`src/rtl/lsu_ctrl.sv`:
```
`default_nettype none
// ============================================================================
//  Module      : lsu_ctrl
//  Description : Load/store control unit placed directly in front of the data
//                memory. Takes one operation at a time from the MEM stage over
//                a valid/ready handshake, issues the memory access with the
//                correct byte lanes, waits for the memory's registered valid,
//                and returns an extended load result (or store completion) as
//                a one-cycle response. The pipeline is stalled while busy.
//
//  Ports       : clk, rst                 clock / synchronous active-high reset
//                req_valid, req_ready     operation handshake from the pipeline
//                req_store, req_addr,     operation fields (byte address, store
//                req_wdata, req_fun3      data right-justified, RV32 funct3)
//                resp_valid, resp_rdata,  one-cycle response, extended data,
//                resp_err                 error flag (misaligned/illegal/timeout)
//                stall                    busy indication to the pipeline
//                mem_request, mem_we_re,  memory request, write enable,
//                mem_load, mem_address,   load strobe, word address,
//                mem_mask, mem_wdata      byte write mask, lane-replicated data
//                mem_rdata, mem_valid     async read data, registered valid
//
//  Revision    : 1.0  initial release
// ============================================================================
module lsu_ctrl #(
  parameter int ADDR_W  = 8,
  parameter int TIMEOUT = 15
) (
  input  logic              clk,
  input  logic              rst,
  // pipeline request
  input  logic              req_valid,
  output logic              req_ready,
  input  logic              req_store,
  input  logic [31:0]       req_addr,
  input  logic [31:0]       req_wdata,
  input  logic [2:0]        req_fun3,
  // pipeline response
  output logic              resp_valid,
  output logic [31:0]       resp_rdata,
  output logic              resp_err,
  output logic              stall,
  // data memory
  output logic              mem_request,
  output logic              mem_we_re,
  output logic              mem_load,
  output logic [ADDR_W-1:0] mem_address,
  output logic [3:0]        mem_mask,
  output logic [31:0]       mem_wdata,
  input  logic [31:0]       mem_rdata,
  input  logic              mem_valid
);

  // --------------------------------------------------------------------------
  // State encoding
  // --------------------------------------------------------------------------
  localparam logic [1:0] S_IDLE   = 2'd0;
  localparam logic [1:0] S_ACCESS = 2'd1;
  localparam logic [1:0] S_RESP   = 2'd2;

  // Counter value seen in the last ACCESS cycle allowed before giving up.
  localparam logic [7:0] c_cnt_last = 8'(TIMEOUT - 1);

  logic [1:0]        r_state;
  logic [1:0]        w_next;

  // Latched operation
  logic [ADDR_W+1:0] r_addr;
  logic [31:0]       r_wdata;
  logic [2:0]        r_fun3;
  logic              r_store;
  logic [7:0]        r_cnt;
  logic [31:0]       r_rdata;
  logic              r_err;

  logic              w_illegal;
  logic              w_accept;
  logic              w_timeout;
  logic [31:0]       w_load_data;
  logic [3:0]        w_store_mask;
  logic [31:0]       w_store_data;

  // Only word-address bits of the byte address reach the memory.
  logic              w_unused_addr;
  assign w_unused_addr = ^req_addr[31:ADDR_W+2];

  // --------------------------------------------------------------------------
  // Request legality, evaluated on the live request in the accept cycle.
  // funct3[1:0] encodes size (byte/half/word); funct3[2] is the unsigned flag
  // which only exists for byte and halfword loads.
  // --------------------------------------------------------------------------
  always_comb begin
    w_illegal = 1'b0;
    if (req_store) begin
      if (req_fun3[2] || (req_fun3[1:0] == 2'b11))
        w_illegal = 1'b1;
    end else begin
      if ((req_fun3 == 3'b011) || (req_fun3 == 3'b110) || (req_fun3 == 3'b111))
        w_illegal = 1'b1;
    end
    // Halfword may straddle lanes 1-2 but must not cross the word boundary.
    if ((req_fun3[1:0] == 2'b01) && (req_addr[1:0] == 2'b11))
      w_illegal = 1'b1;
    if ((req_fun3[1:0] == 2'b10) && (req_addr[1:0] != 2'b00))
      w_illegal = 1'b1;
  end

  assign req_ready = (r_state == S_IDLE) && !rst;
  assign w_accept  = req_valid && req_ready;
  assign stall     = (r_state != S_IDLE) || w_accept;
  assign w_timeout = (r_cnt == c_cnt_last);

  // --------------------------------------------------------------------------
  // Load extraction: shift the addressed byte/halfword down to bit 0, then
  // sign- or zero-extend according to funct3.
  // --------------------------------------------------------------------------
  function automatic logic [31:0] f_extract(input logic [31:0] word,
                                            input logic [1:0]  b,
                                            input logic [2:0]  fun3);
    logic [31:0] shifted;
    shifted = word >> {b, 3'b000};
    case (fun3)
      3'b000:  f_extract = {{24{shifted[7]}},  shifted[7:0]};
      3'b001:  f_extract = {{16{shifted[15]}}, shifted[15:0]};
      3'b100:  f_extract = {24'd0, shifted[7:0]};
      3'b101:  f_extract = {16'd0, shifted[15:0]};
      default: f_extract = word;
    endcase
  endfunction

  assign w_load_data = f_extract(mem_rdata, r_addr[1:0], r_fun3);

  // --------------------------------------------------------------------------
  // Store lane steering. Data is replicated across all lanes so that unused
  // lanes are deterministic; the mask selects which lanes are written.
  // --------------------------------------------------------------------------
  always_comb begin
    w_store_mask = 4'b0000;
    w_store_data = r_wdata;
    case (r_fun3[1:0])
      2'b00: begin
        w_store_mask = 4'b0001 << r_addr[1:0];
        w_store_data = {4{r_wdata[7:0]}};
      end
      2'b01: begin
        case (r_addr[1:0])
          2'b00:   w_store_mask = 4'b0011;
          2'b01:   w_store_mask = 4'b0110;
          default: w_store_mask = 4'b1100;
        endcase
        // Offset 1 needs the halfword centred on lanes 1-2.
        if (r_addr[0])
          w_store_data = {r_wdata[7:0], r_wdata[15:0], r_wdata[15:8]};
        else
          w_store_data = {2{r_wdata[15:0]}};
      end
      default: begin
        w_store_mask = 4'b1111;
        w_store_data = r_wdata;
      end
    endcase
  end

  // --------------------------------------------------------------------------
  // State register
  // --------------------------------------------------------------------------
  always_ff @(posedge clk) begin
    if (rst)
      r_state <= S_IDLE;
    else
      r_state <= w_next;
  end

  // --------------------------------------------------------------------------
  // Next-state logic
  // --------------------------------------------------------------------------
  always_comb begin
    w_next = r_state;
    case (r_state)
      S_IDLE: begin
        if (w_accept)
          w_next = w_illegal ? S_RESP : S_ACCESS;
      end
      S_ACCESS: begin
        // A store's write lands on the closing edge of its only ACCESS cycle.
        if (r_store || mem_valid || w_timeout)
          w_next = S_RESP;
      end
      S_RESP:  w_next = S_IDLE;
      default: w_next = S_IDLE;
    endcase
  end

  // --------------------------------------------------------------------------
  // Operation latch, timeout counter and response capture
  // --------------------------------------------------------------------------
  always_ff @(posedge clk) begin
    if (rst) begin
      r_addr  <= '0;
      r_wdata <= '0;
      r_fun3  <= '0;
      r_store <= 1'b0;
      r_cnt   <= '0;
      r_rdata <= '0;
      r_err   <= 1'b0;
    end else begin
      case (r_state)
        S_IDLE: begin
          if (w_accept) begin
            r_addr  <= req_addr[ADDR_W+1:0];
            r_wdata <= req_wdata;
            r_fun3  <= req_fun3;
            r_store <= req_store;
            r_cnt   <= '0;
            r_rdata <= '0;
            r_err   <= w_illegal;
          end
        end
        S_ACCESS: begin
          r_cnt <= r_cnt + 8'd1;
          // mem_valid takes priority over a timeout landing in the same cycle.
          if (!r_store) begin
            if (mem_valid)
              r_rdata <= w_load_data;
            else if (w_timeout)
              r_err <= 1'b1;
          end
        end
        default: ;
      endcase
    end
  end

  // --------------------------------------------------------------------------
  // Output decode
  // --------------------------------------------------------------------------
  always_comb begin
    resp_valid  = 1'b0;
    resp_rdata  = 32'd0;
    resp_err    = 1'b0;
    mem_request = 1'b0;
    mem_we_re   = 1'b0;
    mem_load    = 1'b0;
    mem_address = '0;
    mem_mask    = 4'b0000;
    mem_wdata   = 32'd0;
    case (r_state)
      S_ACCESS: begin
        mem_request = 1'b1;
        mem_we_re   = r_store;
        mem_load    = !r_store;
        mem_address = r_addr[ADDR_W+1:2];
        if (r_store) begin
          mem_mask  = w_store_mask;
          mem_wdata = w_store_data;
        end
      end
      S_RESP: begin
        resp_valid = 1'b1;
        resp_rdata = r_rdata;
        resp_err   = r_err;
      end
      default: ;
    endcase
  end

endmodule
`default_nettype wire

```
`config.mk`:
```
export PLATFORM = sky130hd
export DESIGN_NAME = lsu_ctrl
export DESIGN_NICKNAME = d
export VERILOG_FILES = /design/src/rtl/lsu_ctrl.sv
export SDC_FILE = /design/constraint.sdc
export NUM_CORES = 1
export LEC_CHECK = 0
export CELL_PAD_IN_SITES_DETAIL_PLACEMENT = 2
export CELL_PAD_IN_SITES_GLOBAL_PLACEMENT = 2
export CORE_ASPECT_RATIO = 0.75
export CORE_MARGIN = 2
export CORE_UTILIZATION = 27
export CTS_BUF_LIST = sky130_fd_sc_hd__clkbuf_4 sky130_fd_sc_hd__clkbuf_8
export CTS_CLUSTER_SIZE = 24
export DETAILED_ROUTE_END_ITERATION = 7
export HOLD_SLACK_MARGIN = 0.08
export PLACE_DENSITY_LB_ADDON = 0.2
export SETUP_SLACK_MARGIN = 0.5
export SLEW_MARGIN = 20
export SYNTH_ARGS = -nofsm -noshare
export SYNTH_HDL_FRONTEND = slang
export SYNTH_SLANG_ARGS = --single-unit
export TNS_END_PERCENT = 10
```
`constraint.sdc`:
```
create_clock -name clk -period 4.4 [get_ports clk]
set_clock_uncertainty 0.05 [all_clocks]
set_input_delay 1.32 -clock clk [delete_from_list [all_inputs] [get_ports clk]]
set_output_delay 1.32 -clock clk [all_outputs]
set_load 0.01 [all_outputs]
```
==> impl_summary.md <==
GRT
The first global-routing pass estimated 29900 um of wire. The number of global-route vias before repair came to 5355. The total overflow reported by the global router is 0. Entering global routing, the biggest net connects 94 pins. The number of antenna violations at the first check in global routing is 0. The overall fraction of global-route tracks in use is 20.4%.

Power and ir drop
The switching share of total power is 29.8%. Combinational logic is responsible for 18.7% of the overall power. The power density over the cells is 274 nW/um^2. The fraction of power consumed by the clock network is 33.7%. The leakage dissipation is 2.41 nW. The maximum resistive drop on vdd is 0.136 mV. Summed over all nets, the switching power comes to 0.568 mW.

The design draws 1.90 mW. The power share of the sequential group is 47.6%. The internal power consumption is 1.34 mW.

Floorplan
The vertical die dimension is 120 um. In this run the standard cell core region covers 17600 sq um. The die area is 18900 sq um.

The number of top-level pins is 187. For this configuration, the core starts out at a cell density of 27.4%. The horizontal die dimension is 158 um. The number of rows created at floorplan is 42.

STA
The count of final setup violators is 0. Derived from the worst setup path, the maximum achievable clock frequency is 260 MHz. The total negative setup slack is 0 ns. The routed design could run at a clock period as short as 3.84 ns. The worst pin sits at a relative slew slack of 37.7%. The final hold violation count is 0.

Of the available clock period, the critical path in the final layout requires 87.3%. The number of pins exceeding their max-slew limit in the final report is 0. The transition at the pin with the smallest max-transition slack is 0.934 ns.

Setup repair after global routing could not meet its margin everywhere.

Placement
The half-perimeter wire length after detailed placement is 14400 um. The count of buffers added on input and output ports is 164. The final weighted congestion in routability-driven placement is 0.803.

Clock network
The deepest level of the CTS H-tree is 3. The number of clock sinks seen by CTS is 89. In this run the deepest clock path goes through 2 buffers.

The clock edge transition at the registers on the reported setup and hold paths is 0.10 ns. TritonCTS built the clock tree. Buffers added to address setup during post-CTS repair amount to 0.

The CTS root buffer is sky130_fd_sc_hd__clkbuf_8. The later-pin clock latency in the skew report is 0.37 ns. Clock tree synthesis inserted a total of 9 buffers.

Yosys
Of the total synthesized cell area, the portion taken by AND, OR, NAND and NOR gates is 27.7%. The post-synthesis instance total is 609. The XOR/XNOR share of the synthesized area is 0%.

The post-synthesis register bit count is 89. After synthesis, the netlist uses 49 different library cells. Summing every instance area after synthesis gives 4810 sq um. After synthesis, the mean cell area works out to 7.89 sq um. After synthesis, the largest family of logic cells by area is simple AND/OR/NAND/NOR gates.

The number of nets handed over by synthesis was 715. The number of synthesis warnings is 0. The most used flip-flop cell after synthesis is sky130_fd_sc_hd__dfxtp_1. The share of synthesized area occupied by flip-flops and latches is 37.1%. After Yosys synthesis, full adders, half adders and majority gates account for 0.521% of the synthesized area. The fraction of synthesized area in multiplexers is 4.45%.

The number of flops mapped to enable cells by yosys is 0. Summing the areas of all compound-gate instances in the mapped netlist gives 25.1% of the synthesized area. For this run, asynchronously set or reset flops after synthesis account for 0%.

Critical path
The critical path arrival is 2.47 ns. Along the worst path, the maximum fanout reaches 17. The startpoint kind of the worst setup timing path is a flop. The required time of the critical path is 3.03 ns. The source of the worst register-to-register timing path is r_fun3[0]$_SDFFE_PP0P_.

The worst setup path is captured at a primary output. The worst setup path is of the flop to primary output kind. In this run the worst setup path begins at r_addr[0]$_SDFFE_PP0P_.

Min path
The worst hold path begins at r_rdata[7]$_SDFFE_PP0P_. The worst min-delay path class is flop to flop.

Detailed routing
After detailed routing, the number of vias per cell comes to 4.97. After detailed routing, the number of remaining DRC violations is 0. The count of nets left with antenna violations once routing finished came out at 0. The iteration-0 DRC count of the detailed router is 258. The via count of the routed design is 4973. Dividing the detail-routed wire length by the instance count gives 19.3 um.

The final wirelength is 19300 um. The total iterations of the first detailed-routing run is 4.

Cells and area
The number of antenna diodes in the final layout is 0. The fraction of layout cells with a size suffix above 1 is 9.35%. The net total in the final layout is 861. In the layout the commonest cells are 162 x sky130_fd_sc_hd__clkdlybuf4s50_1, 123 x sky130_fd_sc_hd__nand2_1, 88 x sky130_fd_sc_hd__dfxtp_1, 59 x sky130_fd_sc_hd__o21ai_0, 51 x sky130_fd_sc_hd__nand2b_1. The leading cell type in the layout, fill and taps excluded is sky130_fd_sc_hd__clkdlybuf4s50_1. Fill cells in the final layout number 2008.

The area overhead of the layout relative to synthesis is 44.6%.

Status
The flow ran to the end, and the final reports show no timing, DRC or antenna violations.

Job
The tool flagged a number of max-cap violations equal to 0.
## path summary, 6_finish.rpt
check | to | slack, ns | depth (start not counted)
worst max-delay path | mem_wdata[22] | 0.56 | 4
worst min-delay path | r_rdata[7]$_SDFFE_PP0P_ | 0.39 | 2
worst max register to register | r_rdata[27]$_SDFFE_PP0P_ | 1.98 | 5
worst min register to register | r_rdata[7]$_SDFFE_PP0P_ | 0.39 | 2
## routing by layer
layer  wire length [um]  share of wire, %  track usage, %  vias up
li1                   -                 -               -     2423
met1               9210                48            27.8     2437
met2               8920                46            33.3      102
met3                998               5.2            4.77       11
met4                144              0.75            3.32        0
met5                  0                 0               0        -
## state kept, by name, summed over array words and instances (netlist names)
name     count
r_cnt        8
r_addr      10
r_fun3       3
r_rdata     32
r_state      2
r_err        1
r_store      1
r_wdata     32
## synthesized netlist by cell type (3+ instances only)
| cell | count | area [sq um] |
|---|---|---|
| sky130_fd_sc_hd__a31oi_1 | 3 | 18.8 |
| sky130_fd_sc_hd__o22a_1 | 8 | 70.1 |
| sky130_fd_sc_hd__a32o_1 | 9 | 90.1 |
| sky130_fd_sc_hd__buf_2 | 14 | 70.1 |
| sky130_fd_sc_hd__o31ai_1 | 3 | 22.5 |
| sky130_fd_sc_hd__dfxtp_1 | 89 | 1780 |
| sky130_fd_sc_hd__nor2b_1 | 4 | 25.0 |
| sky130_fd_sc_hd__a21oi_1 | 31 | 155 |
| sky130_fd_sc_hd__nand3_1 | 3 | 15.0 |
| sky130_fd_sc_hd__mux2_2 | 19 | 214 |
| sky130_fd_sc_hd__o221ai_1 | 8 | 70.1 |
| sky130_fd_sc_hd__a32oi_1 | 6 | 52.6 |
| sky130_fd_sc_hd__inv_1 | 7 | 26.3 |
| sky130_fd_sc_hd__a221o_1 | 16 | 160 |
| sky130_fd_sc_hd__nor2_1 | 33 | 124 |
| sky130_fd_sc_hd__nand2_1 | 125 | 469 |
| sky130_fd_sc_hd__nand2b_1 | 51 | 319 |
| sky130_fd_sc_hd__o21ai_0 | 59 | 295 |
| sky130_fd_sc_hd__a311oi_1 | 8 | 70.1 |
| sky130_fd_sc_hd__o211ai_1 | 8 | 60.1 |
| sky130_fd_sc_hd__clkbuf_1 | 25 | 93.8 |
| sky130_fd_sc_hd__buf_1 | 5 | 18.8 |
| sky130_fd_sc_hd__and2_1 | 42 | 263 |
## critical path, cell delays in order (launching register included)
cell,delay [ns]
sky130_fd_sc_hd__dfxtp_1,0.49
sky130_fd_sc_hd__and2_2,0.48
sky130_fd_sc_hd__nand2_1,0.10
sky130_fd_sc_hd__a311oi_1,0.42
sky130_fd_sc_hd__clkdlybuf4s50_1,0.61
## what timing repair did
item                                    4_1_cts  5_1_grt
resized for setup                             3        8
endpoints found under the setup margin       26       34
hold buffers                                  0        0
pin swaps                                     0        0
## power by group through the flow
stage / clock network [mW] / logic [mW] / registers, mW
after floorplan: 0 / 0.199 / 0.891
after global placement: 0 / 0.342 / 0.917
after detailed placement: 0 / 0.355 / 0.922
after CTS: 0.672 / 0.357 / 0.904
after global routing: 0.704 / 0.392 / 0.913
final: 0.642 / 0.356 / 0.906
## cell families (layout without fill, tap and decap cells)
| family | count (synthesis) | in the layout |
|---|---|---|
| fa+ha+maj | 2 | 2 |
| flops | 89 | 89 |
| simple gates | 272 | 272 |
| mux | 19 | 19 |
| compound gates | 170 | 170 |
| buf+inv | 57 | 207 |
## stage by stage
| stage | hold WS, ns | worst slack, ns | cells | utilization, % | instance area [sq um] |
|---|---|---|---|---|---|
| global placement | 0.371 | 0.339 | 985 | 38.2 | 6700 |
| finish | 0.390 | 0.557 | 1001 | 39.6 | 6950 |
| floorplan | 0.357 | 0.878 | 609 | - | 4810 |
| detailed placement | 0.384 | 0.306 | 985 | 38.2 | 6700 |
| CTS | 0.398 | 0.398 | 1000 | 39.4 | 6920 |
| global route | 0.414 | 0.490 | 1001 | 39.6 | 6950 |
## layout make-up
| type | instances | area [sq um] | share of cell area, % |
|---|---|---|---|
| timing repair buffer | 182 | 1790 | 25.7 |
| multi-input combinational | 463 | 2820 | 40.6 |
| tap | 242 | 303 | 4.36 |
| clock inverter | 6 | 91.3 | 1.31 |
| clock buffer | 9 | 124 | 1.78 |
| sequential | 89 | 1780 | 25.7 |
| inverter | 10 | 40.0 | 0.576 |
(Power assumes the default switching activity.)
